**config.mk**
```make
export PLATFORM = sky130hd
export DESIGN_NAME = corescore_stream_uart
export DESIGN_NICKNAME = d
export VERILOG_FILES = /design/src/rtl/corescore_pkg.sv /design/src/rtl/corescore_sync_fifo.sv /design/src/rtl/corescore_stream_uart.sv
export SDC_FILE = /design/constraint.sdc
export NUM_CORES = 1
export LEC_CHECK = 0
export BUFFER_PORTS_ARGS = -buffer_cell sky130_fd_sc_hd__buf_4
export CAP_MARGIN = 20
export CORE_MARGIN = 2
export CORE_UTILIZATION = 62
export DETAILED_ROUTE_END_ITERATION = 16
export PLACE_DENSITY = 0.82
export SYNTH_ARGS = -nofsm -noshare
export SYNTH_HDL_FRONTEND = slang
export SYNTH_HIERARCHICAL = 1
export SYNTH_SLANG_ARGS = --single-unit
```
**constraint.sdc**
```tcl
create_clock -name i_clk -period 3.2 [get_ports i_clk]
set_input_delay 0.48 -clock i_clk [delete_from_list [all_inputs] [get_ports i_clk]]
set_output_delay 0.48 -clock i_clk [all_outputs]
set_load 0.02 [all_outputs]
```
**src/rtl/corescore_pkg.sv**
```systemverilog
// corescore_pkg: shared constants, TX state encoding and baud divisor helper
//   ASCII_LF   : byte emitted after tlast-marked bytes
//   tx_state_t : UART transmitter states
//   baud_div   : rounded clock cycles per bit
package corescore_pkg;
  localparam logic [7:0] ASCII_LF = 8'h0A;
  typedef enum logic [1:0] {IDLE, START, DATA, STOP} tx_state_t;
  function automatic int baud_div(input int clk_hz, input int baud);
    return (clk_hz + baud / 2) / baud;
  endfunction
endpackage

```
**src/rtl/corescore_sync_fifo.sv**
```systemverilog
// corescore_sync_fifo: synchronous FIFO with registered full/empty flags and level
//   clk, rst       : clock, async active-high reset
//   wr_data, push  : write port (ignored while full, even with a same-cycle pop)
//   pop, rd_data   : read port, rd_data shows the head entry (ignored while empty)
//   full, empty    : registered status flags
//   level          : occupancy 0..DEPTH
module corescore_sync_fifo #(
  parameter int WIDTH = 9,
  parameter int DEPTH = 16,
  localparam int AW = $clog2(DEPTH)
) (
  input  logic             clk,
  input  logic             rst,
  input  logic [WIDTH-1:0] wr_data,
  input  logic             push,
  input  logic             pop,
  output logic [WIDTH-1:0] rd_data,
  output logic             full,
  output logic             empty,
  output logic [AW:0]      level
);
  if (DEPTH < 2 || (DEPTH & (DEPTH - 1)) != 0) begin : g_bad_depth
    $error("DEPTH must be a power of two >= 2");
  end
  logic [WIDTH-1:0] mem [DEPTH];
  logic [AW-1:0] wr_ptr, rd_ptr;
  logic do_push, do_pop;
  logic [AW:0] level_n;
  assign do_push = push & ~full;
  assign do_pop = pop & ~empty;
  assign level_n = level + (AW+1)'(do_push) - (AW+1)'(do_pop);
  assign rd_data = mem[rd_ptr];
  always_ff @(posedge clk)
    if (do_push) mem[wr_ptr] <= wr_data;
  always_ff @(posedge clk or posedge rst)
    if (rst) begin
      wr_ptr <= '0;
      rd_ptr <= '0;
      level <= '0;
      full <= 1'b0;
      empty <= 1'b1;
    end else begin
      if (do_push) wr_ptr <= wr_ptr + 1'b1;
      if (do_pop) rd_ptr <= rd_ptr + 1'b1;
      level <= level_n;
      full <= level_n == (AW+1)'(DEPTH);
      empty <= level_n == '0;
    end
endmodule

```
**src/rtl/corescore_stream_uart.sv**
```systemverilog
// corescore_stream_uart: AXI-stream byte sink buffered into a UART transmitter
//   i_clk, i_rst                 : clock, async active-high reset
//   i_tdata, i_tlast, i_tvalid   : stream input, o_tready back-pressure
//   o_uart_tx                    : registered serial line, idle high
//   o_busy                       : frame in flight, bytes queued or LF pending
//   o_level                      : FIFO occupancy
module corescore_stream_uart
  import corescore_pkg::*;
#(
  parameter int CLK_FREQ_HZ = 16000000,
  parameter int BAUD = 57600,
  parameter int FIFO_DEPTH = 16,
  parameter int STOP_BITS = 1,
  parameter int NEWLINE_ON_TLAST = 1
) (
  input  logic                         i_clk,
  input  logic                         i_rst,
  input  logic [7:0]                   i_tdata,
  input  logic                         i_tlast,
  input  logic                         i_tvalid,
  output logic                         o_tready,
  output logic                         o_uart_tx,
  output logic                         o_busy,
  output logic [$clog2(FIFO_DEPTH):0]  o_level
);
  localparam int DIV = baud_div(CLK_FREQ_HZ, BAUD);
  localparam int STOP_CYC = STOP_BITS * DIV;
  localparam int CW = $clog2(STOP_CYC);
  if (DIV < 2) begin : g_bad_div
    $error("baud divisor must be >= 2");
  end
  if (STOP_BITS != 1 && STOP_BITS != 2) begin : g_bad_stop
    $error("STOP_BITS must be 1 or 2");
  end
  tx_state_t state;
  logic [CW-1:0] cnt;
  logic [2:0] idx;
  logic [7:0] shift;
  logic [8:0] head;
  logic ready_q, full, empty, pop, lf_pend, last_q, bit_end, stop_end;
  // ready_q holds o_tready low through the first edge after reset release
  assign o_tready = ready_q & ~full;
  assign o_busy = (state != IDLE) | ~empty | lf_pend;
  assign pop = (state == IDLE) & ~lf_pend & ~empty;
  assign bit_end = cnt == CW'(DIV - 1);
  assign stop_end = cnt == CW'(STOP_CYC - 1);
  corescore_sync_fifo #(.WIDTH(9), .DEPTH(FIFO_DEPTH)) u_fifo (
    .clk(i_clk),
    .rst(i_rst),
    .wr_data({i_tlast, i_tdata}),
    .push(i_tvalid & o_tready),
    .pop(pop),
    .rd_data(head),
    .full(full),
    .empty(empty),
    .level(o_level)
  );
  always_ff @(posedge i_clk or posedge i_rst)
    if (i_rst) begin
      state <= IDLE;
      cnt <= '0;
      idx <= '0;
      shift <= '0;
      o_uart_tx <= 1'b1;
      lf_pend <= 1'b0;
      last_q <= 1'b0;
      ready_q <= 1'b0;
    end else begin
      ready_q <= 1'b1;
      case (state)
        IDLE: begin
          o_uart_tx <= 1'b1;
          cnt <= '0;
          idx <= '0;
          // inserted LF takes priority; clearing last_q keeps it from chaining another LF
          if (lf_pend) begin
            shift <= ASCII_LF;
            last_q <= 1'b0;
            lf_pend <= 1'b0;
            state <= START;
          end else if (!empty) begin
            shift <= head[7:0];
            last_q <= head[8];
            state <= START;
          end
        end
        START: begin
          o_uart_tx <= 1'b0;
          cnt <= bit_end ? '0 : cnt + 1'b1;
          if (bit_end) state <= DATA;
        end
        DATA: begin
          o_uart_tx <= shift[0];
          cnt <= bit_end ? '0 : cnt + 1'b1;
          if (bit_end) begin
            shift <= shift >> 1;
            idx <= idx + 1'b1;
            if (idx == 3'd7) state <= STOP;
          end
        end
        STOP: begin
          o_uart_tx <= 1'b1;
          cnt <= stop_end ? '0 : cnt + 1'b1;
          if (stop_end) begin
            state <= IDLE;
            lf_pend <= (NEWLINE_ON_TLAST != 0) && last_q;
          end
        end
      endcase
    end
endmodule
```
==> results of run 1 <==
## repair_timing
action	4_1_cts	5_1_grt
resized for setup	0	2
endpoints found under the hold margin	0	3
hold buffers	0	1
endpoints found under the setup margin	0	1
## report_power, final
part,internal (mW),leakage (nW),total [mW],switching [mW]
Sequential,2.78,1.80,2.89,0.113
Combinational,0.294,1.29,0.737,0.443
Clock,1.19,0.301,2.10,0.905
## per-layer routing
layer	vias up	routed length, um	global-route usage [%]
li1	1901	-	-
met1	2191	6180	34.7
met2	184	8060	41.6
met3	42	1050	6.38
met4	0	427	10.8
met5	-	0	0
## flip-flops by register name (all words and copies together), names as in the netlist, 2 cells and up
| register | flops |
|---|---|
| u_fifo/mem | 144 |
| state | 2 |
| u_fifo/level | 5 |
| shift | 8 |
| u_fifo/wr_ptr | 4 |
| idx | 3 |
| cnt | 9 |
| u_fifo/rd_ptr | 4 |
## Yosys cell counts (2+ instances only)
cell	number	share of area, %
mux2i_1	21	2.7
dfstp_2	2	0.68
buf_6	5	0.73
a21oi_1	4	0.26
mux2_2	6	0.87
and2_1	5	0.40
edfxtp_1	144	56
nand2_1	13	0.63
buf_1	5	0.24
a22o_1	10	1.1
nor3_1	15	0.97
nand3_1	4	0.26
nand4_1	4	0.32
nor2_1	28	1.4
mux2_1	13	1.9
o221a_2	5	0.73
o21ai_0	9	0.58
xor2_1	8	0.90
o21ai_1	2	0.13
nand2b_1	4	0.32
xnor2_1	9	1.0
and4bb_1	2	0.32
and3_1	3	0.24
a32o_1	3	0.39
buf_2	3	0.19
buf_4	2	0.19
clkbuf_1	6	0.29
ha_1	18	2.9
a221o_1	11	1.4
dfrtp_1	39	13
o22ai_1	9	0.73
mux4_2	13	3.8
mux4_1	5	1.7
nor2b_1	6	0.48
inv_1	22	1.1
## cells by family (layout without fill, tap and decap cells)
logic type,count (synthesis),in the layout
AOI/OAI and AO/OA,57,57
xor gates and xnor gates,17,17
adders and majority gates,19,19
buffers and inverters,45,99
DFF,185,185
muxes,59,59
other,1,1
and+or+nand+nor,91,91
## worst max-delay path by stage
stage	start	end	slack [ps]	depth (start not counted)
finish	state[0]	u_fifo/empty	300	13
global route	state[0]	u_fifo/empty	70	13
CTS	state[0]	u_fifo/empty	200	13
detailed placement	state[0]	u_fifo/empty	200	13
global placement	state[0]	u_fifo/empty	390	13
floorplan	u_fifo/full	u_fifo/empty	210	14
## through the flow
step           setup slack [ps]  cells  cell area (um^2)
2_1_floorplan               212    474              7760
3_3_place_gp                386    662              8170
3_5_place_dp                201    662              8170
4_1_cts                     198    694              8770
5_1_grt                    74.9    696              8820
6_report                    302    696              8820
## worst max-delay path, delay by kind of cell (launching register included)
kind,cells,cell delay (ps)
DFF,1,410
adders and majority gates,4,1060
buffers and inverters,4,310
muxes,1,150
and+or+nand+nor,3,670
AOI/OAI and AO/OA,1,240
## final cells by class
class / instances / area share [%]
Tap cell: 168 / 2.38
Multi-Input combinational cell: 244 / 24.9
Clock buffer: 24 / 6.07
Inverter: 23 / 0.979
Clock inverter: 8 / 0.809
Sequential cell: 185 / 60.7
Timing Repair Buffer: 44 / 4.14
==> out/qor.csv, run 1 <==
metric,value,unit
most frequent CP cell,inv_1,
CTS Buffer Depth,2,
GRT Total Usage,26.0,%
ant diodes,0,
final setup vio count,0,
Initial Utilization,64.1,%
Die W,116,um
I/O pin cnt,20,
worst-skew pair later-pin latency,440,ps
GP Congestion,0.892,
mux contribution to synthesized area,11.1,%
top_reg_cell synth,edfxtp_1,
Critical R2R Launch,state[0],
Clock Tree Root,clkbuf_16,
Startpoint Class,register,
slowest CP cell,fa_1,
Fmax,0.345,GHz
Reg2Reg Depth,13,
core area,12100,um^2
Pwr Density,649,nW/um^2
WHS Path Cells,1,
TritonRoute pass-1 iters,5,
Site Rows,40,
RSZ-0062 raised after global routing,no,
"Net Count, Synth",505,
Final Slew Violations,0,
worst-path cell chain,"inv_1, ha_1, nor3b_2, nor2b_2, ha_1, inv_1, ha_1, inv_1, fa_1, inv_1, nor4b_1, mux2i_1, o21ba_1",
post-CTS setup buffers,0,
simple-gate area share of the yosys netlist,6.00,%
grt total ovfl,0,
pin count of the biggest net entering global routing,27,
FF-to-FF End,u_fifo/empty,
Layout area overhead,13.6,%
Worst Path Arrival,3280,ps
Multi-input gate area,2190,um^2
clk sinks,185,
fillers,738,
initial antenna violation count,0,
largest family of logic cells by synthesized area,multiplexers,
"EDFF count, synth",144,
Yosys cell types,51,
"Async S/R FF share, synth",22.2,%
HPWL Detailed,9970,um
DRC Markers,0,
nets,546,
CTS buffer count,17,
Max-cap violations,0,
Worst Hold Class,input port to register,
"reg-to-reg slack, setup",300,ps
Worst slew margin,41.4,%
CP endpoint kind,register,
Setup TNS Final,0,ps
via-per-instance ratio,6.20,
post-synthesis xor/xnor area fraction,1.92,%
clock slew at reported path FFs,70,ps
Post-Syn Area per Cell,16.4,um^2
vias in the first global route,4378,
final hold violations,0,
Worst-Margin Slew,876,ps
Hold Path Origin,i_tdata[4],
period utilization,90.6,%
height of the die,116,um
H-tree depth,4,
critical path class,register to register,
routed wire length,15700,um
sequential share of the synthesized area,69.0,%
IO buf count,19,
total power,5.73,mW
register area,5350,um^2
status,completed,
leakage power,3.39,nW
Crit Path Max Fanout,4,
Compound-Gate Fraction of Synth Area,5.93,%
global-route wire length before repair,24700,um
min Tclk post-route,2900,ps
vias post-DR,4318,
Mapped Cells,474,
Post-Synth Adder-Cell Area,3.16,%
Synth Cell Area,7760,um^2
CTS tree,done,
1st-iter DRT viols,450,
final antenna-violating net count,0,
synthesized flop and latch total,185,
worst path required time,3580,ps
"Core Util, Final",72.8,%
Die ar.,13400,um^2
most frequent cells in the layout,"edfxtp_1, buf_4, dfrtp_1",
synth warn,6,
Clock Skew,11.6,ps
Routed WL per cell,22.6,um
worst hold margin,377,ps
peak supply drop,0.530,mV
share of layout cells above drive strength 1,20.1,%
Worst Hold End,u_fifo/mem[10][4],
"commonest non-fill, non-tap cell in the layout",edfxtp_1,
CP peak stage delay,470,ps
No activity file was read; power rests on OpenSTA's default activity.
==> run 2, diff against run 1 <==
SKIP_CTS_REPAIR_TIMING = 1   (was unset)
SYNTH_HIERARCHICAL = unset   (was 1)
==> out/qor.csv, run 2 <==
metric,value,unit
Yosys cell types,52,
most frequent cells in the layout,"edfxtp_1, dfrtp_1, buf_4",
worst path required time,3570,ps
Multi-input gate area,2190,um^2
"commonest non-fill, non-tap cell in the layout",edfxtp_1,
leakage power,3.19,nW
Routed WL per cell,21.5,um
synthesized flop and latch total,185,
DRC Markers,0,
period utilization,86.1,%
most frequent cell after synthesis,edfxtp_1,
ant diodes,0,
GRT Total Usage,23.7,%
height of the die,116,um
clock power share,26.8,%
"top cells by area, synth","edfxtp_1, dfrtp_1, mux4_2",
via-per-instance ratio,6.03,
Worst Hold Class,input port to asynchronous set/reset pin,
CTS tree,done,
Startpoint Class,register,
Crit Path Max Fanout,6,
H-tree depth,4,
Layout area overhead,11.8,%
Mapped Cells,454,
largest registers,"u_fifo.mem x144, cnt x9, shift x8",
combinational share of power,30.1,%
Critical R2R Launch,state[1],
Worst slew margin,46.1,%
pin count of the biggest net entering global routing,21,
status,completed,
"reg-to-reg slack, setup",440,ps
initial antenna violation count,0,
Fmax,0.363,GHz
Die W,116,um
vias in the first global route,4119,
CTS buffer count,17,
fillers,777,
leading area contributor after synthesis,edfxtp_1,
peak supply drop,0.853,mV
"top cells by count, synth","edfxtp_1, dfrtp_1, nor2_1",
RSZ-0062 raised after global routing,no,
worst-skew pair later-pin latency,430,ps
Site Rows,40,
clk sinks,185,
Worst-Margin Slew,808,ps
Internal,5.07,mW
"EDFF count, synth",144,
HPWL Detailed,9300,um
1st-iter DRT viols,305,
core area,12100,um^2
Setup TNS Final,0,ps
final hold violations,0,
synth warn,0,
Seq pwr share,43.0,%
"Core Util, Final",71.3,%
routed wire length,14300,um
Reg2Reg Depth,13,
post-synth top area share,56.0,%
share of layout cells above drive strength 1,17.7,%
min Tclk post-route,2760,ps
nets,516,
Worst Path Arrival,3120,ps
max reg flops,144,
Die ar.,13400,um^2
Top reg by flops,u_fifo.mem,
NetSw,2.42,mW
clock slew at reported path FFs,70,ps
sequential share of the synthesized area,69.3,%
global-route wire length before repair,23000,um
"Async S/R FF share, synth",22.2,%
vias post-DR,4007,
Max-cap violations,0,
TritonRoute pass-1 iters,6,
CP endpoint kind,register,
GP Congestion,0.804,
final antenna-violating net count,0,
top_reg_cell synth,edfxtp_1,
FF-to-FF End,u_fifo.full,
Initial Utilization,63.8,%
CTS Buffer Depth,2,
"Net Count, Synth",486,
sw frac,32.3,%
grt total ovfl,0,
Final WS setup,443,ps
Setup WS pre-CTS,472,ps
Synth Cell Area,7730,um^2
I/O pin cnt,20,
register area,5350,um^2
final setup vio count,0,
Post-Syn Area per Cell,17.0,um^2
IO buf count,19,
Pwr Density,866,nW/um^2
Clock Skew,7.89,ps
Clock Tree Root,clkbuf_16,
Final Slew Violations,0,
critical path class,register to register,
-- run 2: cell types whose count changed after synthesis, sizes merged, moves of 5 or more --
cell and delta:
and2 +14, o21ai -7, mux4 +12, a22oi +5
a221o -8, nor3 -13, o22ai -5, mux2 -17
inv -6, o221a -6, a22o -6, nand3 +9
-- run 2: critical path, stage by stage, from the launching register on --
cell and delay [ps]:
dfrtp_1 410, inv_1 100, ha_1 260, nand2b_1 120
nor2_1 40, buf_4 150, ha_1 270, inv_1 50
ha_1 220, fa_1 410, a21o_1 180, a21oi_1 170
xnor2_1 170, and2_1 150
-- run 2: area by class of cell --
cell class | instances | area share [%]
clock inverter | 14 | 1.56
clock buffer | 18 | 4.97
tap | 168 | 2.43
timing repair buffer | 29 | 2.90
sequential | 185 | 62.0
multi-input combinational | 233 | 25.4
inverter | 18 | 0.782
-- run 2: logic make-up after synthesis --
| family | after synthesis | synth area share (%) |
|---|---|---|
| flip-flops | 185 | 69.3 |
| AND/OR/NAND/NOR | 103 | 7.16 |
| multiplexers | 52 | 12.1 |
| AO/OA/AOI/OAI | 40 | 3.79 |
| buffers and inverters | 36 | 2.40 |
| adder cells (fa/ha/maj) | 20 | 3.34 |
| XOR/XNOR | 17 | 1.93 |
| other | 1 | 0.0485 |
-- run 2: through the flow --
stage                     std cells  power, mW  hold WS [ps]  cell area, um^2
after floorplan                 454       4.90           459             7730
after global placement          632       5.41           476             8040
after detailed placement        633       5.51           488             8070
after CTS                       665       7.51           148             8640
after global routing            665       7.85           194             8640
final                           665       7.48           145             8640
-- run 2: worst max-delay path by stage --
stage | startpoint | end | slack, ps | cells after the start
floorplan | state[0] | u_fifo.full | 670 | 12
global placement | state[0] | u_fifo.full | 600 | 13
detailed placement | state[0] | u_fifo.full | 470 | 13
CTS | state[0] | u_fifo.full | 470 | 13
global route | state[1] | u_fifo.full | 280 | 13
finish | state[1] | u_fifo.full | 440 | 13
-- run 2: metal layers --
metal	share of wire [%]	global-route usage [%]	vias up
met1	43	32.6	2052
met5	0	0	-
met3	4.8	5.18	16
li1	-	-	1805
met4	1.3	6.75	0
met2	51	39.2	134
-- run 2: power groups by stage --
stage          clock [mW]  combinational [mW]  sequential (mW)
5_1_grt              2.12                2.48             3.26
3_3_place_gp            0                2.17             3.24
6_report             2.01                2.26             3.22
2_1_floorplan           0                1.78             3.12
3_5_place_dp            0                2.25             3.26
4_1_cts              2.03                2.26             3.22
==> run 3, diff against run 2 <==
SETUP_SLACK_MARGIN = 0.5   (was unset)
==> out/qor.csv, run 3 (synthesis results as in run 2) <==
metric,value,unit
Die ar.,13400,um^2
GRT Total Usage,23.7,%
routed wire length,14400,um
status,completed,
largest registers,"u_fifo.mem x144, cnt x9, shift x8",
clock slew at reported path FFs,70,ps
share of layout cells above drive strength 1,18.6,%
worst hold margin,143,ps
CTS tree,done,
Multi-input gate area,2190,um^2
DRC Markers,0,
Critical R2R Launch,state[0],
Die W,116,um
final setup vio count,0,
max reg flops,144,
crit path buf inv count,3,
FF-to-FF End,u_fifo.full,
post-route cell area,8660,um^2
cell family with most CP delay,adder cells,
critical path class,register to register,
slowest CP cell,fa_2,
"commonest non-fill, non-tap cell in the layout",edfxtp_1,
Max-cap violations,0,
clock power share,26.6,%
Worst-Margin Slew,807,ps
I/O pin cnt,20,
CP peak stage delay,360,ps
IO buf count,19,
combinational share of power,30.8,%
"Core Util, Final",71.5,%
Worst Hold Class,input port to asynchronous set/reset pin,
vias post-DR,4059,
"reg-to-reg slack, setup",600,ps
Crit Path Max Fanout,6,
via-per-instance ratio,6.08,
placed instance area,8070,um^2
Clock Tree Root,clkbuf_16,
Placed Instances,633,
Reg2Reg Depth,13,
fillers,774,
Internal,5.12,mW
worst path required time,3570,ps
core area,12100,um^2
HPWL Detailed,9300,um
RSZ-0062 raised after global routing,no,
Top reg by flops,u_fifo.mem,
Worst Path Arrival,2960,ps
CP endpoint kind,register,
final antenna-violating net count,0,
Final Slew Violations,0,
final hold violations,0,
leakage power,3.21,nW
vias in the first global route,4119,
ant diodes,0,
global-route wire length before repair,23000,um
Setup TNS Final,0,ps
Layout area overhead,12.1,%
worst-path cell chain,"inv_1, ha_2, nand2b_1, nor2_1, buf_4, ha_1, inv_1, ha_1, fa_2, a21o_1, a21oi_1, xnor2_1, and2_1",
Pwr Density,872,nW/um^2
Routed WL per cell,21.5,um
register area,5350,um^2
worst-skew pair later-pin latency,430,ps
min Tclk post-route,2600,ps
H-tree depth,4,
Seq pwr share,42.6,%
NetSw,2.43,mW
period utilization,81.2,%
CTS buffer count,17,
initial antenna violation count,0,
CTS Buffer Depth,2,
Initial Utilization,63.8,%
1st-iter DRT viols,306,
Worst slew margin,46.2,%
most frequent cells in the layout,"edfxtp_1, dfrtp_1, buf_4",
TritonRoute pass-1 iters,4,
clk sinks,185,
pin count of the biggest net entering global routing,21,
GP Congestion,0.804,
Startpoint Class,register,
Clock Skew,9.21,ps
sw frac,32.2,%
nets,519,
Layout Cells excl Fill,668,
peak supply drop,0.855,mV
height of the die,116,um
Fmax,0.385,GHz
Site Rows,40,
grt total ovfl,0,
run 3: per-stage QoR:
| stage | total power [mW] | worst slack [ps] |
|---|---|---|
| 3_5_place_dp | 5.51 | 472 |
| 3_3_place_gp | 5.41 | 596 |
| 2_1_floorplan | 4.90 | 668 |
| 5_1_grt | 7.93 | 483 |
| 6_report | 7.55 | 602 |
| 4_1_cts | 7.51 | 473 |
run 3: layout make-up:
| class | count | area share, % |
|---|---|---|
| Sequential cell | 185 | 61.8 |
| Inverter | 18 | 0.780 |
| Tap cell | 168 | 2.43 |
| Clock inverter | 14 | 1.56 |
| Multi-Input combinational cell | 233 | 25.3 |
| Timing Repair Buffer | 32 | 3.15 |
| Clock buffer | 18 | 4.95 |
run 3: worst register-to-register path, delay by kind of cell (launching register included):
family	cells	cell delay [ps]
buffers and inverters	3	290
AOI/OAI and AO/OA	2	340
and+or+nand+nor	3	300
DFF	1	350
xor gates and xnor gates	1	180
adders and majority gates	4	1080
run 3: power groups by stage:
stage	Clock, mW	Combinational (mW)	Sequential [mW]
after floorplan	0	1.78	3.12
after global placement	0	2.17	3.24
after detailed placement	0	2.25	3.26
after CTS	2.03	2.26	3.22
after global routing	2.12	2.56	3.25
final	2.01	2.33	3.21
run 3: worst max path at each step:
stage,start,end,slack [ps],cells past startpoint
floorplan,state[0],u_fifo.full,670,12
global placement,state[0],u_fifo.full,600,13
detailed placement,state[0],u_fifo.full,470,13
CTS,state[0],u_fifo.full,470,13
global route,state[0],u_fifo.full,480,13
finish,state[0],u_fifo.full,600,13
run 3: routing by layer:
| metal | up-vias | track usage, % | wire length, um |
|---|---|---|---|
| li1 | 1810 | - | - |
| met1 | 2091 | 32.6 | 6120 |
| met2 | 145 | 39.2 | 7380 |
| met3 | 13 | 5.18 | 698 |
| met4 | 0 | 6.75 | 178 |
| met5 | - | 0 | 0 |
